**config.mk**
```make
export PLATFORM = sky130hd
export DESIGN_NAME = lab4_sys_net_req_tracker
export DESIGN_NICKNAME = d
export VERILOG_FILES = /design/src/rtl/lab4_sys_net_req_tracker.sv
export SDC_FILE = /design/constraint.sdc
export NUM_CORES = 1
export LEC_CHECK = 0
export ABC_AREA = 1
export CAP_MARGIN = 20
export CORE_MARGIN = 1
export CORE_UTILIZATION = 47
export CTS_BUF_LIST = sky130_fd_sc_hd__clkbuf_16
export DETAILED_ROUTE_END_ITERATION = 12
export GPL_ROUTABILITY_DRIVEN = 0
export GPL_TIMING_DRIVEN = 0
export PLACE_DENSITY = 0.95
export REMOVE_ABC_BUFFERS = 1
export SYNTH_ARGS = -nofsm -noshare
export SYNTH_HDL_FRONTEND = slang
export SYNTH_SLANG_ARGS = --single-unit
```
**constraint.sdc**
```tcl
create_clock -name clk -period 4.9 [get_ports clk]
set_clock_uncertainty 0.1 [all_clocks]
set_input_delay 1.225 -clock clk [delete_from_list [all_inputs] [get_ports clk]]
set_output_delay 1.225 -clock clk [all_outputs]
set_load 0.005 [all_outputs]
```
**src/rtl/lab4_sys_net_req_tracker.sv**
```systemverilog
// Bank-side network endpoint: tags each incoming cache request, forwards it to the
// bank, and on the bank's response restores the requester's header and opaque bits.
module lab4_sys_net_req_tracker #(
    parameter  int NUM_TAGS = 4,
    localparam int HDR_W    = 12,
    localparam int REQ_W    = 77,
    localparam int RESP_W   = 47,
    localparam int TAG_W    = $clog2(NUM_TAGS)
) (
    input  logic                    clk,
    input  logic                    reset_n,
    input  logic [HDR_W+REQ_W-1:0]  netreq_msg,
    input  logic                    netreq_val,
    output logic                    netreq_rdy,
    output logic [REQ_W-1:0]        cachereq_msg,
    output logic                    cachereq_val,
    input  logic                    cachereq_rdy,
    input  logic [RESP_W-1:0]       cacheresp_msg,
    input  logic                    cacheresp_val,
    output logic                    cacheresp_rdy,
    output logic [HDR_W+RESP_W-1:0] netresp_msg,
    output logic                    netresp_val,
    input  logic                    netresp_rdy,
    output logic [TAG_W:0]          num_outstanding,
    output logic                    tag_err
);

    typedef struct packed {
        logic [1:0] src;
        logic [1:0] dest;
        logic [7:0] opaque;
    } net_hdr_t;

    typedef struct packed {
        logic [2:0]  typ;
        logic [7:0]  opaque;
        logic [31:0] addr;
        logic [1:0]  len;
        logic [31:0] data;
    } mem_req_4B_t;

    typedef struct packed {
        logic [2:0]  typ;
        logic [7:0]  opaque;
        logic [1:0]  test;
        logic [1:0]  len;
        logic [31:0] data;
    } mem_resp_4B_t;

    net_hdr_t     req_hdr;
    mem_req_4B_t  req_pay;
    mem_resp_4B_t resp_in;

    assign req_hdr = netreq_msg[HDR_W+REQ_W-1:REQ_W];
    assign req_pay = netreq_msg[REQ_W-1:0];
    assign resp_in = cacheresp_msg;

    logic [NUM_TAGS-1:0] valid_q;
    logic [1:0]          src_tbl    [NUM_TAGS];
    logic [1:0]          dest_tbl   [NUM_TAGS];
    logic [7:0]          hdr_op_tbl [NUM_TAGS];
    logic [7:0]          req_op_tbl [NUM_TAGS];

    logic             has_free;
    logic [TAG_W-1:0] free_tag;
    logic [TAG_W:0]   valid_cnt;

    // NOTE: every variable driven in always_comb gets a default first, so no path can infer a latch.
    always_comb begin
        has_free  = 1'b0;
        free_tag  = '0;
        valid_cnt = '0;
        for (int i = NUM_TAGS - 1; i >= 0; i--) begin
            if (!valid_q[i]) begin
                has_free = 1'b1;
                free_tag = TAG_W'(i);
            end
            valid_cnt = valid_cnt + (TAG_W+1)'(valid_q[i]);
        end
    end

    assign num_outstanding = valid_cnt;

    logic req_go;
    assign netreq_rdy = has_free && (!cachereq_val || cachereq_rdy);
    assign req_go     = netreq_val && netreq_rdy;

    logic [TAG_W-1:0] resp_tag;
    logic             resp_go;
    logic             resp_take;

    assign cacheresp_rdy = !netresp_val || netresp_rdy;
    assign resp_go       = cacheresp_val && cacheresp_rdy;
    assign resp_tag      = resp_in.opaque[TAG_W-1:0];
    // Opaque bits above the index must be zero, otherwise the tag is bogus.
    assign resp_take     = resp_go && valid_q[resp_tag] && ((resp_in.opaque >> TAG_W) == 8'd0);

    mem_req_4B_t  creq_d;
    net_hdr_t     nresp_hdr;
    mem_resp_4B_t nresp_pay;

    always_comb begin
        creq_d           = req_pay;
        creq_d.opaque    = 8'(free_tag);
        nresp_hdr.src    = dest_tbl[resp_tag];
        nresp_hdr.dest   = src_tbl[resp_tag];
        nresp_hdr.opaque = hdr_op_tbl[resp_tag];
        nresp_pay        = resp_in;
        nresp_pay.opaque = req_op_tbl[resp_tag];
    end

    // NOTE: table payload and message registers carry no reset; only the valid bits qualify them.
    always_ff @(posedge clk) begin
        if (req_go) begin
            src_tbl[free_tag]    <= req_hdr.src;
            dest_tbl[free_tag]   <= req_hdr.dest;
            hdr_op_tbl[free_tag] <= req_hdr.opaque;
            req_op_tbl[free_tag] <= req_pay.opaque;
            cachereq_msg         <= creq_d;
        end
        if (resp_take) begin
            netresp_msg <= {nresp_hdr, nresp_pay};
        end
    end

    // Allocation reads the registered vector, so a tag freed this cycle is not reused until the next.
    always_ff @(posedge clk or negedge reset_n) begin
        if (!reset_n) begin
            valid_q      <= '0;
            cachereq_val <= 1'b0;
            netresp_val  <= 1'b0;
            tag_err      <= 1'b0;
        end else begin
            if (req_go) begin
                valid_q[free_tag] <= 1'b1;
            end
            if (resp_take) begin
                valid_q[resp_tag] <= 1'b0;
            end

            if (req_go) begin
                cachereq_val <= 1'b1;
            end else if (cachereq_rdy) begin
                cachereq_val <= 1'b0;
            end

            if (resp_take) begin
                netresp_val <= 1'b1;
            end else if (netresp_rdy) begin
                netresp_val <= 1'b0;
            end

            tag_err <= resp_go && !resp_take;
        end
    end

endmodule
```
==> flow_metrics.env, run 1 <==
export IMPL_status="finished clean"
export IMPL_synth_compound_area_share_pct=1.484
export IMPL_ys_seq_elements=217
export IMPL_dp_hpwl_um=14620
export IMPL_cts_root_buf="clkbuf_16"
export IMPL_synth_warnings=0
export IMPL_portBuffers=279
export IMPL_required_ns=3.58
export IMPL_vias_per_cell=4.964
export IMPL_grt_pass1_wl_um=29050
export IMPL_wl_per_cell_um=21.95
export IMPL_setup_violations_final=0
export IMPL_syn_area_sq_um=7421
export IMPL_yosys_top_cells_area="edfxtp_1 (85%), nand2_1 (3.7%), dfrtp_1 (2.4%)"
export IMPL_total_power_mw=4.509
export IMPL_grt_total_usage_pct=24.84
export IMPL_drv_cap=0
export IMPL_post_route_period_util_pct=80.93
export IMPL_synth_area_mux_share_pct=0
export IMPL_post_cts_resized=0
export IMPL_vias=4631
export IMPL_slowest_stage="clkdlybuf4s50_1"
export IMPL_synth_xor_area_share_pct=0
export IMPL_hold_path_startpoint="req_op_tbl[2][7]"
export IMPL_finalHoldViolations=0
export IMPL_clock_latency_ns=0.49
export IMPL_synth_fa_ha_area_share_pct=0.7756
export IMPL_grt_pass1_vias=4862
export IMPL_die_w_um=127.7
export IMPL_drt_pass1_iterations=4
export IMPL_grtUsageMet1_pct=27.55
export IMPL_period_needed_ns=3.966
export IMPL_avgSynthCellArea_sq_um=18.51
export IMPL_path_max_fanout=4
export IMPL_final_setup_tns_ns=0
export IMPL_synth_edf_count=210
export IMPL_grtUsageMet2_pct=44.78
export IMPL_post_synth_top_area_fraction_pct=84.98
export IMPL_start_util_pct=48.46
export IMPL_die_y_um=127.7
export IMPL_htreeDepth=1
export IMPL_crit_start="cachereq_rdy"
export IMPL_rows=45
export IMPL_crit_type="in2out"
export IMPL_vdd_drop_max_uv=364.7
export IMPL_yosys_area_top_type="edfxtp_1"
export IMPL_syn_to_final_growth_pct=50.33
export IMPL_core_area_sq_um=15310
export IMPL_cts_setup_buffers=0
export IMPL_cts_buffers=22
export IMPL_max_stage_delay_ns=0.57
export IMPL_hold_class="reg2reg"
export IMPL_synth_seq_area_share_pct=87.34
export IMPL_drc=0
export IMPL_cts_reportedPaths_clkPinSlew_ns=0.06
export IMPL_ant_nets=0
export IMPL_slew_headroom_pct=25.11
export IMPL_grt_max_degree=44
export IMPL_synthFlopType="edfxtp_1"
export IMPL_worst_slew_pin_slew_ns=1.117
export IMPL_final_nets=845
export IMPL_drive_gt1_share_pct=7.433
export IMPL_io_pins=286
export IMPL_start_kind="input port"
export IMPL_antenna_found_initial=8
export IMPL_endpoint_kind="primary output"
export IMPL_critical_path_arrival_ns=2.64
export IMPL_crit_family="buffers and inverters"
export IMPL_overflow=0
export IMPL_cts_buffer_depth=3
export IMPL_gr_usage_met3_pct=4.883
export IMPL_fp_dieArea_sq_um=16300
export IMPL_fill_cells=937
export IMPL_drt_initial_drc_count=286
export IMPL_tritoncts="built"
export IMPL_cp_cell_sequence="clkdlybuf4s50_1, inv_1, nand2_2, inv_1, nor2_1, clkdlybuf4s50_1"
export IMPL_synth_cell_types=21
export IMPL_fmax_mhz=252.2
export IMPL_worst_path_buf_inv=4
export IMPL_rsz0062_at_grt="false"
export IMPL_power_density_nw_per_um2=404.2
export IMPL_grt_busiest_layer="met2"
export IMPL_synth_top_family_by_area="simple AND/OR/NAND/NOR gates"
export IMPL_wl_um=20480
export IMPL_power_leakage_nw=3.960
export IMPL_cts_sinks=217
export IMPL_hold_buffers=0
export IMPL_synthArstFlopShare_pct=3.226
export IMPL_synthSimpleGateAreaFrac_pct=7.638
export IMPL_drv_slew=0
export IMPL_reg2reg_from="valid_q[1]"
export IMPL_postSynthCellCount=401
synthesized netlist by cell type, types with 2 or more instances:
| master | instances |
|---|---|
| edfxtp_1 | 210 |
| nand2_1 | 73 |
| inv_1 | 24 |
| nand3_1 | 21 |
| a22oi_1 | 14 |
| buf_4 | 10 |
| nand2_2 | 9 |
| nor2_1 | 8 |
| dfrtp_1 | 7 |
| nand4_1 | 7 |
| ha_1 | 3 |
| nor2_2 | 3 |
| buf_2 | 2 |
| buf_6 | 2 |
| nor3_1 | 2 |
area by class of cell:
cell class | count | area, sq um | share of cell area, %
well taps | 211 | 264.0 | 2.367
inverters | 25 | 93.84 | 0.8412
clock inverters | 15 | 96.34 | 0.8636
clock buffers | 23 | 575.6 | 5.159
diodes | 9 | 22.52 | 0.2019
flip-flops and latches | 217 | 6481 | 58.10
repair buffers | 283 | 2855 | 25.59
multi-input cells | 150 | 767.0 | 6.875
state kept, by name, summed over array words and instances (netlist names):
| name | count |
|---|---|
| valid_q | 4 |
| netresp_msg | 59 |
| cachereq_val | 1 |
| netresp_val | 1 |
| hdr_op_tbl | 32 |
| src_tbl | 8 |
| tag_err | 1 |
| cachereq_msg | 71 |
| dest_tbl | 8 |
| req_op_tbl | 32 |
stage by stage:
step	cells	setup slack (ns)	utilization, %	hold slack, ns	cell area, sq um
after CTS	924	0.9672	72.70	0.4449	11130
after global routing	933	0.8739	72.84	0.4511	11160
after detailed placement	886	0.9653	68.31	0.4294	10460
final	933	0.9344	72.84	0.4455	11160
after global placement	882	0.01282	67.84	0.4066	10390
after floorplan	392	1.522	-	0.4010	7332
per-layer routing:
layer,vias to the layer above,routed length [um]
li1,2079,-
met5,-,0
met1,2259,7345
met3,46,1285
met2,247,11180
met4,0,671
layout by cell type (no fill, tap or decap), drive strengths merged, types with 8 or more instances in the layout:
cell,count
nand2,82
edfxtp,210
clkdlybuf4s50,279
clkbuf,23
a22oi,14
inv,30
nor2,12
nand3,22
diode,9
clkinv,8
worst paths after layout:
path                                         end  slack [ns]  cells after the start
max in group asynchronous             valid_q[0]        3.56                      1
worst min register to register   netresp_msg[43]        0.45                      2
worst min-delay path             netresp_msg[43]        0.45                      2
worst max register to register  hdr_op_tbl[1][1]        2.49                      6
worst max-delay path                  netreq_rdy        0.93                      6
min in group asynchronous                tag_err        0.90                      1
cell families (layout without fill, tap and decap cells):
logic type      after synthesis  in the layout
compound gates               15             15
other cells                   1             15
fa+ha+maj                     4              4
buf+inv                      39            346
simple gates                125            125
flops                       217            217
power breakdown:
part / switching, mW / total, mW / internal [mW]
clock: 0.656 / 1.56 / 0.899
combinational: 0.302 / 0.645 / 0.343
sequential: 0.0554 / 2.31 / 2.25
total: 1.01 / 4.51 / 3.50
worst reg2reg max path, stage by stage, from the launching register on:
cell and delay (ns):
dfrtp_1 0.45, nand2_2 0.14, inv_1 0.06, nand2_2 0.09
nand3_4 0.12, nor3_2 0.87, buf_6 0.29
(Power assumes the default switching activity.)
==> run 2, diff against run 1 <==
Settings changed: CORE_UTILIZATION 47 to 39, PLACE_DENSITY 0.95 to 0.85.
Clock period 4.9 ns to 3.3 ns, I/O delays scaled along.
==> flow_metrics.env, run 2 (synthesized netlist as in run 1, its figures left out) <==
export IMPL_status="finished clean"
export IMPL_layout_cells_non_filler=954
export IMPL_start_kind="flip-flop"
export IMPL_die_w_um=139.9
export IMPL_vias_per_cell=4.702
export IMPL_worst_slew_pin_slew_ns=1.063
export IMPL_ant_nets=0
export IMPL_period_needed_ns=3.223
export IMPL_required_ns=2.37
export IMPL_crit_type="reg2out"
export IMPL_path_max_fanout=5
export IMPL_final_cell_mix="clkdlybuf4s50_1 (277), edfxtp_1 (210), nand2_1 (73), inv_1 (23), clkbuf_16 (23)"
export IMPL_cts_sinks=217
export IMPL_vias=4486
export IMPL_io_pins=286
export IMPL_slew_headroom_pct=29.04
export IMPL_portBuffers=279
export IMPL_routedLengthMet1_um=6899
export IMPL_fmax_mhz=310.3
export IMPL_rsz0062_at_grt="false"
export IMPL_hold_buffers=0
export IMPL_core_area_sq_um=18710
export IMPL_vdd_drop_max_uv=431.3
export IMPL_drt_initial_drc_count=291
export IMPL_largest_reg_flops=71
export IMPL_pre_cts_slack_ns=0.1110
export IMPL_cts_root_buf="clkbuf_16"
export IMPL_dr_wl_met2_um=10060
export IMPL_post_route_period_util_pct=97.65
export IMPL_final_nets=849
export IMPL_cts_buffer_depth=3
export IMPL_drv_cap=0
export IMPL_clock_latency_ns=0.50
export IMPL_drt_pass1_iterations=4
export IMPL_cts_buffers=23
export IMPL_rows=50
export IMPL_regMostFlops="cachereq_msg"
export IMPL_start_util_pct=39.67
export IMPL_overflow=0
export IMPL_power_leakage_nw=3.992
export IMPL_die_y_um=139.9
export IMPL_syn_to_final_growth_pct=51.39
export IMPL_hold_class="reg2reg"
export IMPL_fp_dieArea_sq_um=19580
export IMPL_highest_layer="met5"
export IMPL_drc=0
export IMPL_grt_total_usage_pct=19.00
export IMPL_htreeDepth=1
export IMPL_wl_per_cell_um=19.79
export IMPL_endpoint_kind="primary output"
export IMPL_dr_wl_met3_um=1433
export IMPL_wl_um=18880
export IMPL_critical_path_arrival_ns=2.30
export IMPL_final_common_cell="clkdlybuf4s50_1"
export IMPL_cts_reportedPaths_clkPinSlew_ns=0.06
export IMPL_antenna_found_initial=5
export IMPL_finalHoldViolations=0
export IMPL_postLayoutCoreUtil_pct=60.06
export IMPL_dp_hpwl_um=13280
export IMPL_top_regs="cachereq_msg (71), netresp_msg (59)"
export IMPL_power_density_nw_per_um2=606.6
export IMPL_place_inst=910
export IMPL_drive_gt1_share_pct=8.217
export IMPL_grt_pass1_wl_um=27280
export IMPL_tritoncts="built"
export IMPL_grt_pass1_vias=4512
export IMPL_setup_ws_ns=0.07742
export IMPL_setup_violations_final=0
export IMPL_grt_max_degree=72
export IMPL_drv_slew=0
-- run 2: metrics by stage --
stage | power (mW) | instance area [sq um] | TNS, ns | hold WS [ns]
floorplan | 3.758 | 7332 | 0 | 0.4010
finish | 6.814 | 11230 | 0 | 0.4247
detailed placement | 4.429 | 10500 | 0 | 0.4157
global route | 7.054 | 11230 | 0 | 0.4520
global placement | 4.371 | 10420 | -155.09 | 0.4087
CTS | 6.879 | 11230 | 0 | 0.4262
-- run 2: area by class of cell --
cell class | count | area, sq um
Fill cell | 1378 | 7471
Sequential cell | 217 | 6482
Timing Repair Buffer | 286 | 2878
Multi-Input combinational cell | 150 | 767.0
Clock buffer | 23 | 575.6
Tap cell | 234 | 292.8
Clock inverter | 17 | 137.6
Inverter | 25 | 96.34
Antenna cell | 2 | 5.005
-- run 2: path summary, 6_finish.rpt --
kind                       cells past startpoint  slack (ns)            endpoint              from
max in group asynchronous                      1        2.33          valid_q[1]           reset_n
max reg2reg                                    6        1.01    hdr_op_tbl[3][3]        valid_q[1]
max                                            5        0.08  num_outstanding[0]        valid_q[0]
min                                            2        0.42     netresp_msg[53]  hdr_op_tbl[2][6]
min in group asynchronous                      1        0.49        cachereq_val           reset_n
min reg2reg                                    2        0.42     netresp_msg[53]  hdr_op_tbl[2][6]
-- run 2: repair_timing --
item                                    4_1_cts  5_1_grt
gates cloned                                  0        0
endpoints found under the hold margin         0        0
resized for setup                             3        2
pin swaps                                     0        0
setup buffers                                 2        0
endpoints found under the setup margin        3        2
-- run 2: report_power, final --
| part | internal, mW | switching, mW | total, mW |
|---|---|---|---|
| logic | 0.510 | 0.443 | 0.954 |
| clock network | 1.43 | 1.02 | 2.44 |
| registers | 3.35 | 0.0687 | 3.42 |
-- run 2: metal layers --
metal	track usage (%)	vias up
li1	-	2072
met1	20.93	2170
met2	34.45	202
met3	6.085	36
met4	6.478	6
met5	0	-
-- run 2: worst max-delay path: stages, from the launching register on --
cell,delay (ns)
dfrtp_1,0.36
inv_2,0.08
fa_1,0.54
inv_1,0.04
ha_1,0.26
clkdlybuf4s50_1,0.51
==> run 3, diff against run 2 <==
Settings changed: SKIP_LAST_GASP set to 1.
==> results of run 3 <==
No change in the layout: final DEF, timing and power equal those of run 2.
